`config.mk`:
```
export PLATFORM = sky130hd
export DESIGN_NAME = fetch_stage
export DESIGN_NICKNAME = d
export VERILOG_FILES = /design/src/rtl/fetch_stage.sv
export SDC_FILE = /design/constraint.sdc
export NUM_CORES = 1
export LEC_CHECK = 0
export BUFFER_PORTS_ARGS = -buffer_cell sky130_fd_sc_hd__buf_2
export CAP_MARGIN = 20
export CORE_UTILIZATION = 35
export DETAILED_ROUTE_END_ITERATION = 8
export MAX_ROUTING_LAYER = met4
export PLACE_DENSITY = 0.55
export SYNTH_ARGS = -nofsm -noshare
export SYNTH_HDL_FRONTEND = slang
export SYNTH_SLANG_ARGS = --single-unit
```
`constraint.sdc`:
```
create_clock -name clk -period 2.7 [get_ports clk]
set_input_delay 0.135 -clock clk [delete_from_list [all_inputs] [get_ports clk]]
set_output_delay 0.135 -clock clk [all_outputs]
set_load 0.05 [all_outputs]
```
`src/rtl/fetch_stage.sv`:
```
// fetch_stage: PC + imem req/ack fetch into a 2-entry {bundle, pc} FIFO feeding IF/ID; EX redirects flush and drop wrong-path fetches.
// ack -> if_valid one cycle later; stall holds the head; FETCH_PERF_EN adds perf_bundles/perf_starve counters.
module fetch_stage #(
  parameter logic [31:0] RESET_PC = 32'h0000_0000
) (
  input  logic        clk,
  input  logic        reset,
  input  logic        stall,
  input  logic        redirect,
  input  logic [31:0] redirect_pc,
  output logic        imem_req,
  output logic [31:0] imem_addr,
  input  logic        imem_ack,
  input  logic [31:0] imem_rdata,
  output logic [31:0] instr2Word,
  output logic [31:0] if_pc,
  output logic        if_valid,
  output logic        IF_flush
`ifdef FETCH_PERF_EN
  ,
  output logic [31:0] perf_bundles,
  output logic [31:0] perf_starve
`endif
);

  localparam logic [31:0] PC_INIT = {RESET_PC[31:2], 2'b00};

  typedef enum logic {S_IDLE, S_WAIT} state_t;

  state_t      state_q, state_d;
  logic [31:0] pc_q, pc_d;
  logic [31:0] hold_q;
  logic        drop_q, drop_d;
  logic [1:0]  count_q, count_nxt;
  logic        rd_ptr_q, wr_ptr_q;
  logic [31:0] fifo_bun_q [2];
  logic [31:0] fifo_pc_q  [2];
  logic        push, pop;

  assign if_valid   = (count_q != 2'd0);
  assign pop        = if_valid && !stall && !redirect;
  assign push       = (state_q == S_WAIT) && imem_ack && !drop_q && !redirect;
  assign count_nxt  = count_q + {1'b0, push} - {1'b0, pop};
  assign imem_req   = (state_q == S_WAIT);
  // While a wrong-path fetch is still outstanding, keep presenting its address.
  assign imem_addr  = drop_q ? hold_q : pc_q;
  assign instr2Word = if_valid ? fifo_bun_q[rd_ptr_q] : 32'h0;
  assign if_pc      = if_valid ? fifo_pc_q[rd_ptr_q] : 32'h0;
  assign IF_flush   = redirect;

  always_comb begin
    state_d = state_q;
    pc_d    = pc_q;
    drop_d  = drop_q;
    if (redirect) begin
      pc_d    = {redirect_pc[31:2], 2'b00};
      state_d = S_WAIT;
      if (state_q == S_WAIT) drop_d = !imem_ack;
    end else begin
      case (state_q)
        S_IDLE: begin
          if (count_nxt < 2'd2 || drop_q) state_d = S_WAIT;
        end
        S_WAIT: begin
          if (imem_ack) begin
            if (drop_q) begin
              drop_d = 1'b0;
            end else begin
              pc_d = pc_q + 32'd4;
              // Only re-request when the FIFO can still take the response.
              if (count_nxt == 2'd2) state_d = S_IDLE;
            end
          end
        end
        default: state_d = S_IDLE;
      endcase
    end
  end

  always_ff @(posedge clk or negedge reset) begin
    if (!reset) begin
      state_q <= S_IDLE;
      pc_q    <= PC_INIT;
      drop_q  <= 1'b0;
      hold_q  <= PC_INIT;
    end else begin
      state_q <= state_d;
      pc_q    <= pc_d;
      drop_q  <= drop_d;
      if (redirect && state_q == S_WAIT && !imem_ack && !drop_q) hold_q <= pc_q;
    end
  end

  always_ff @(posedge clk or negedge reset) begin
    if (!reset) begin
      count_q       <= 2'd0;
      rd_ptr_q      <= 1'b0;
      wr_ptr_q      <= 1'b0;
      fifo_bun_q[0] <= 32'h0;
      fifo_bun_q[1] <= 32'h0;
      fifo_pc_q[0]  <= 32'h0;
      fifo_pc_q[1]  <= 32'h0;
    end else if (redirect) begin
      count_q  <= 2'd0;
      rd_ptr_q <= 1'b0;
      wr_ptr_q <= 1'b0;
    end else begin
      if (push) begin
        fifo_bun_q[wr_ptr_q] <= imem_rdata;
        fifo_pc_q[wr_ptr_q]  <= pc_q;
        wr_ptr_q             <= !wr_ptr_q;
      end
      if (pop) rd_ptr_q <= !rd_ptr_q;
      count_q <= count_nxt;
    end
  end

`ifdef FETCH_PERF_EN
  always_ff @(posedge clk or negedge reset) begin
    if (!reset) begin
      perf_bundles <= 32'h0;
      perf_starve  <= 32'h0;
    end else begin
      if (pop) perf_bundles <= perf_bundles + 32'd1;
      if (!stall && !redirect && !if_valid) perf_starve <= perf_starve + 32'd1;
    end
  end
`endif

endmodule

```
* Word-level counts from Yosys, hierarchy flattened
Cells that the tools add are included.
** Word-level totals
- Word-level logic and storage cells :: 80
- Flip-flop bits (word level) :: 198
- Output and inout bits :: 99
** Operators by class
- Bitwise operators :: 4
- Magnitude comparators :: 4
- Mux-type cells :: 32
- Reduce and logical (&&, ||, !) cells :: 24
- Equal/unequal tests :: 2
- Add/subtract/negate cells :: 3
** Operators with widths (count)
- $mux W32 :: 14
- $bwmux W64 :: 2
- $add A32 B3 Y32 const B :: 1
- $demux W32 S1 :: 1
- $mux W1 :: 13
- $reduce_bool A2 Y1 :: 5
- $logic_and A1 B1 Y1 :: 9
- $logic_not A1 Y1 :: 6
- $ge A2 B2 Y1 const B :: 2
- $not A1 Y2 :: 2
- $reduce_and A2 Y1 :: 2
- $reduce_and A3 Y1 :: 1
- $add A2 B1 Y2 :: 1
- $eq A2 B2 Y1 const B :: 1
- $lt A2 B1 Y1 const B :: 1
- $lt A2 B2 Y1 const B :: 1
- $mux W2 :: 1
- $ne A2 B2 Y1 const B :: 1
- $not A1 Y1 :: 2
- $pmux W1 S2 :: 1
- $sub A2 B1 Y2 :: 1
- $logic_or A1 B1 Y1 :: 1

* Depth between registers and ports, before layout
- Depth in word-level cells :: 11
- Depth in mapped cells :: 11

* Worst setup path after synthesis
OpenSTA, ideal clock, no wires.
- Kind :: reg-to-reg
- Start :: register state_q, in the netlist imem_req
- End :: register fifo_bun_q[34] (netlist bit)
- Clock period less this slack :: 2.206 ns
- Path buffers :: 2
- Arrival time :: 2.081 ns
- Setup time :: 0.125 ns
- Cell stages (with the launch flop) :: 8
- Setup slack :: 0.494 ns
- Cell sequence :: dfrtp_1 -> nand3b_1 -> buf_2 -> nor2_1 -> inv_1 -> nor2_1 -> buf_2 -> mux2_2
** On the way
- Cells in the longest elaborated chain, start to end :: 4
** Ends and longest elaborated chain
- start: declaration :: line 30 : state_t state_q, state_d;
- start signal: assignment :: line 87 : state_q <= state_d;
- $logic_and A1 B1 Y1 (3 in a row) :: line 42 : assign push = (state_q == S_WAIT) && imem_ack && !drop_q && !redirect;
- $reduce_and A2 Y1 (no source line)
- end signal: indexed assignment :: line 109 : fifo_bun_q[wr_ptr_q] <= imem_rdata;
- end: declaration :: line 36 : logic [31:0] fifo_bun_q [2];
No other way between the ends.
A chain may end at the register's enable or synchronous reset.

* Worst setup path after layout
- Start :: register rd_ptr_q
- End :: output instr2Word[14]
** On the way
- Cells in the longest elaborated chain, start to end :: 5
** Ends and longest elaborated chain
- start: declaration :: line 35 : logic rd_ptr_q, wr_ptr_q;
- start signal: assignment :: line 113 : if (pop) rd_ptr_q <= !rd_ptr_q;
- $not A1 Y2 (not written as such) :: line 47 : assign instr2Word = if_valid ? fifo_bun_q[rd_ptr_q] : 32'h0;
- $mux W32 (not written as such) (3 in a row) :: line 47
- $mux W32 :: line 47
- end: declaration :: line 15 : output logic [31:0] instr2Word,
No other way between the ends. The select of a mux whose other input is x is not followed.

==> results.yml <==
outcome:
  status: "finished clean"
setup_path:
  reg2regPathDepth: 4
  endpoint_kind: "output port"
  cp.arrival_ps: 2160
  max_stage_delay_ps: 950
  rr_startpoint: "pc_q[13]$_DFFE_PN0P_"
  crit_buf_inv: 2
  cp-startpoint: "rd_ptr_q$_DFFE_PN0P_"
  critPathSlowestCell: "dfrtp_4"
  critPathRequiredTime_ps: 2570
  crit_family: "flip-flops"
  start_kind: "flip-flop"
  worstPathMaxFanout: 42
  crit_type: "reg -> out"
  path_cells: "buf_4 -> mux2i_1 -> nor2_1 -> buf_2"
  path_depth: 4
final_layout:
  syn_to_final_growth_pct: 26.5
  nNetsFinal: 1041
  diodes: 0
  drive_gt1_frac: 0.408
timing:
  finalHoldViolations: 0
  setup_tns_ps: 0
  finClkSkew_ps: 9.71
  layout_setup_ws_ps: 404
  timing.fmax_ghz: 0.436
  period_share: 0.850
  setup_viol: 0
  slew_viol_final: 0
  maxSlewHeadroom: 0.481
  final.min_clock_period_ps: 2300
  rsz0062_at_grt: "false"
  worstMarginPinSlew_ps: 778
die:
  die_w_um: 164
  die-area_sq_mm: 0.0268
  start_util: 0.360
  num_rows: 58
  core_sq_mm: 0.0254
  io_pins: 168
  fp.dieH_um: 164
clocking:
  clk_pin_slew_worst_paths_ps: 70
  post_cts_resize_count: 0
  clk_latency_ps: 430
  cts_buffers: 17
  cts_buffer_depth: 2
  root_buffer: "clkbuf_16"
  cts_tree: "done"
  cts.sinks: 190
  cts_htree_levels: 4
global_route:
  grt_pass1_wl_um: 35500
  grt_pass1_vias: 6622
  antenna_found_initial: 0
  grt_usage: 0.178
  grt-ovfl-total: 0
  grt_max_degree: 73
yosys:
  yosysWarnings: 0
  synth_cells: 765
  ys_ff_latch: 190
  synthMostInstantiatedCell: "dfrtp_1"
  synth_area_leaders: "dfrtp_1 52%, mux2_2 22%, mux2i_1 6.9%"
  yosysSeqAreaShare: 0.520
  synth_edf_count: 0
  yosys_most_used_dff: "dfrtp_1"
  synth.distinct_cells: 45
  yosysTopAreaCellShare: 0.520
  synthArstFlopShare: 1.00
  synth_largest_area_cell: "dfrtp_1"
  synth_common_cells: "190 x dfrtp_1, 177 x mux2_2, 83 x nor2_1, 63 x mux2i_1, 34 x nand2_1"
  syn_avg_cell_area_sq_um: 11.9
  syn_area_sq_mm: 0.00914
route:
  drc: 0
  drt-vias-per-instance: 5.01
  drt-initial-drc-count: 224
  via_count: 6569
  finalWirelength_um: 22300
  wire_per_inst_um: 17.0
  ant_nets: 0
  dr.pass1.iters: 4
placed_design:
  port_buffers: 161
  hpwl_um: 14700
  place_ws_ps: 463
  routabilityCongestion: 0.787
pwr:
  cellLeakagePower_nw: 5.04
  max-vdd-ir-drop_mv: 0.401
  cellPowerDensity_mw_per_mm2: 863
min_path:
  worstHoldStart: "redirect"
  hold_class: "in -> reg"
  min_path_cells: 2
run:
  max_cap_viol_count: 0
## final timing paths
| kind | end | slack [ps] |
|---|---|---|
| worst max register to register | pc_q[21]$_DFFE_PN0P_ | 410 |
| worst min-delay path | wr_ptr_q$_DFFE_PN0P_ | 60 |
| min in group asynchronous | fifo_bun_q[26]$_DFFE_PN0P_ | 260 |
| worst min register to register | hold_q[22]$_DFFE_PN0P_ | 500 |
| worst max-delay path | instr2Word[14] | 400 |
| max in group asynchronous | fifo_bun_q[48]$_DFFE_PN0P_ | 1610 |
## cell usage in the layout (no fill, tap or decap), types with 6 or more instances in the layout
cell,instances
buf_4,16
clkbuf_16,17
dfrtp_1,189
a31oi_1,15
xor2_1,7
mux2_2,177
mux2i_1,63
o31ai_1,11
o21ai_0,21
nand4_1,6
nor2_1,81
nand3_1,11
or4_1,14
buf_2,160
nand2_1,33
xnor2_1,6
or3_1,6
inv_1,12
dlygate4sd3_1,65
## state kept, by name, summed over array words and instances (netlist names)
name / count
count_q: 2
wr_ptr_q: 1
fifo_pc_q: 60
pc_q: 30
hold_q: 30
fifo_bun_q: 64
drop_q: 1
imem_req: 1
rd_ptr_q: 1
## metal layers
metal | GRT usage | up-vias | wire (um)
met5 | - | - | 0
met4 | 0.0551 | 0 | 331
met3 | 0.0297 | 18 | 1010
met2 | 0.283 | 158 | 10500
met1 | 0.232 | 3272 | 10500
li1 | - | 3121 | -
## report_power, final
group / total (mW) / internal (mW) / switching (mW)
Clock: 2.58 / 1.41 / 1.16
Combinational: 3.13 / 1.29 / 1.84
Sequential: 4.26 / 3.72 / 0.534
## worst register-to-register path: cells and delay by family (launching register included)
| kind | cells | cell delay, ps |
|---|---|---|
| and+or+nand+nor | 3 | 1490 |
| DFF | 1 | 520 |
| AOI/OAI and AO/OA | 1 | 200 |
## logic make-up after synthesis
group                      share of synthesized area
other                                       0.000411
DFF                                            0.520
adders and majority gates                    0.00411
AOI/OAI and AO/OA                             0.0414
buffers and inverters                         0.0374
and+or+nand+nor                               0.0966
muxes                                          0.287
xor gates and xnor gates                      0.0125
## through the flow
stage                     utilization  hold WS (ps)  total power, mW  instances  area, sq um
after floorplan                     -          -161             6.61        768         9150
after global placement          0.406           197             7.34       1215        10300
after detailed placement        0.406           195             7.43       1215        10300
after CTS                       0.455          41.6             10.1       1312        11600
after global routing            0.455          66.9             10.6       1312        11600
final                           0.455          56.9             9.97       1312        11600
## repair_timing
action                                  in CTS  in global routing
endpoints found under the setup margin       0                  0
endpoints found under the hold margin      164                  0
buffers inserted                             0                  0
hold buffers                                65                  0
## layout make-up
class | instances | area, sq um
Fill cell | 2417 | 13800
Sequential cell | 190 | 4760
Multi-Input combinational cell | 502 | 4070
Timing Repair Buffer | 246 | 1670
Clock buffer | 19 | 443
Tap cell | 330 | 413
Clock inverter | 13 | 158
Inverter | 12 | 45.0
Power figures use the tool's default switching activity.
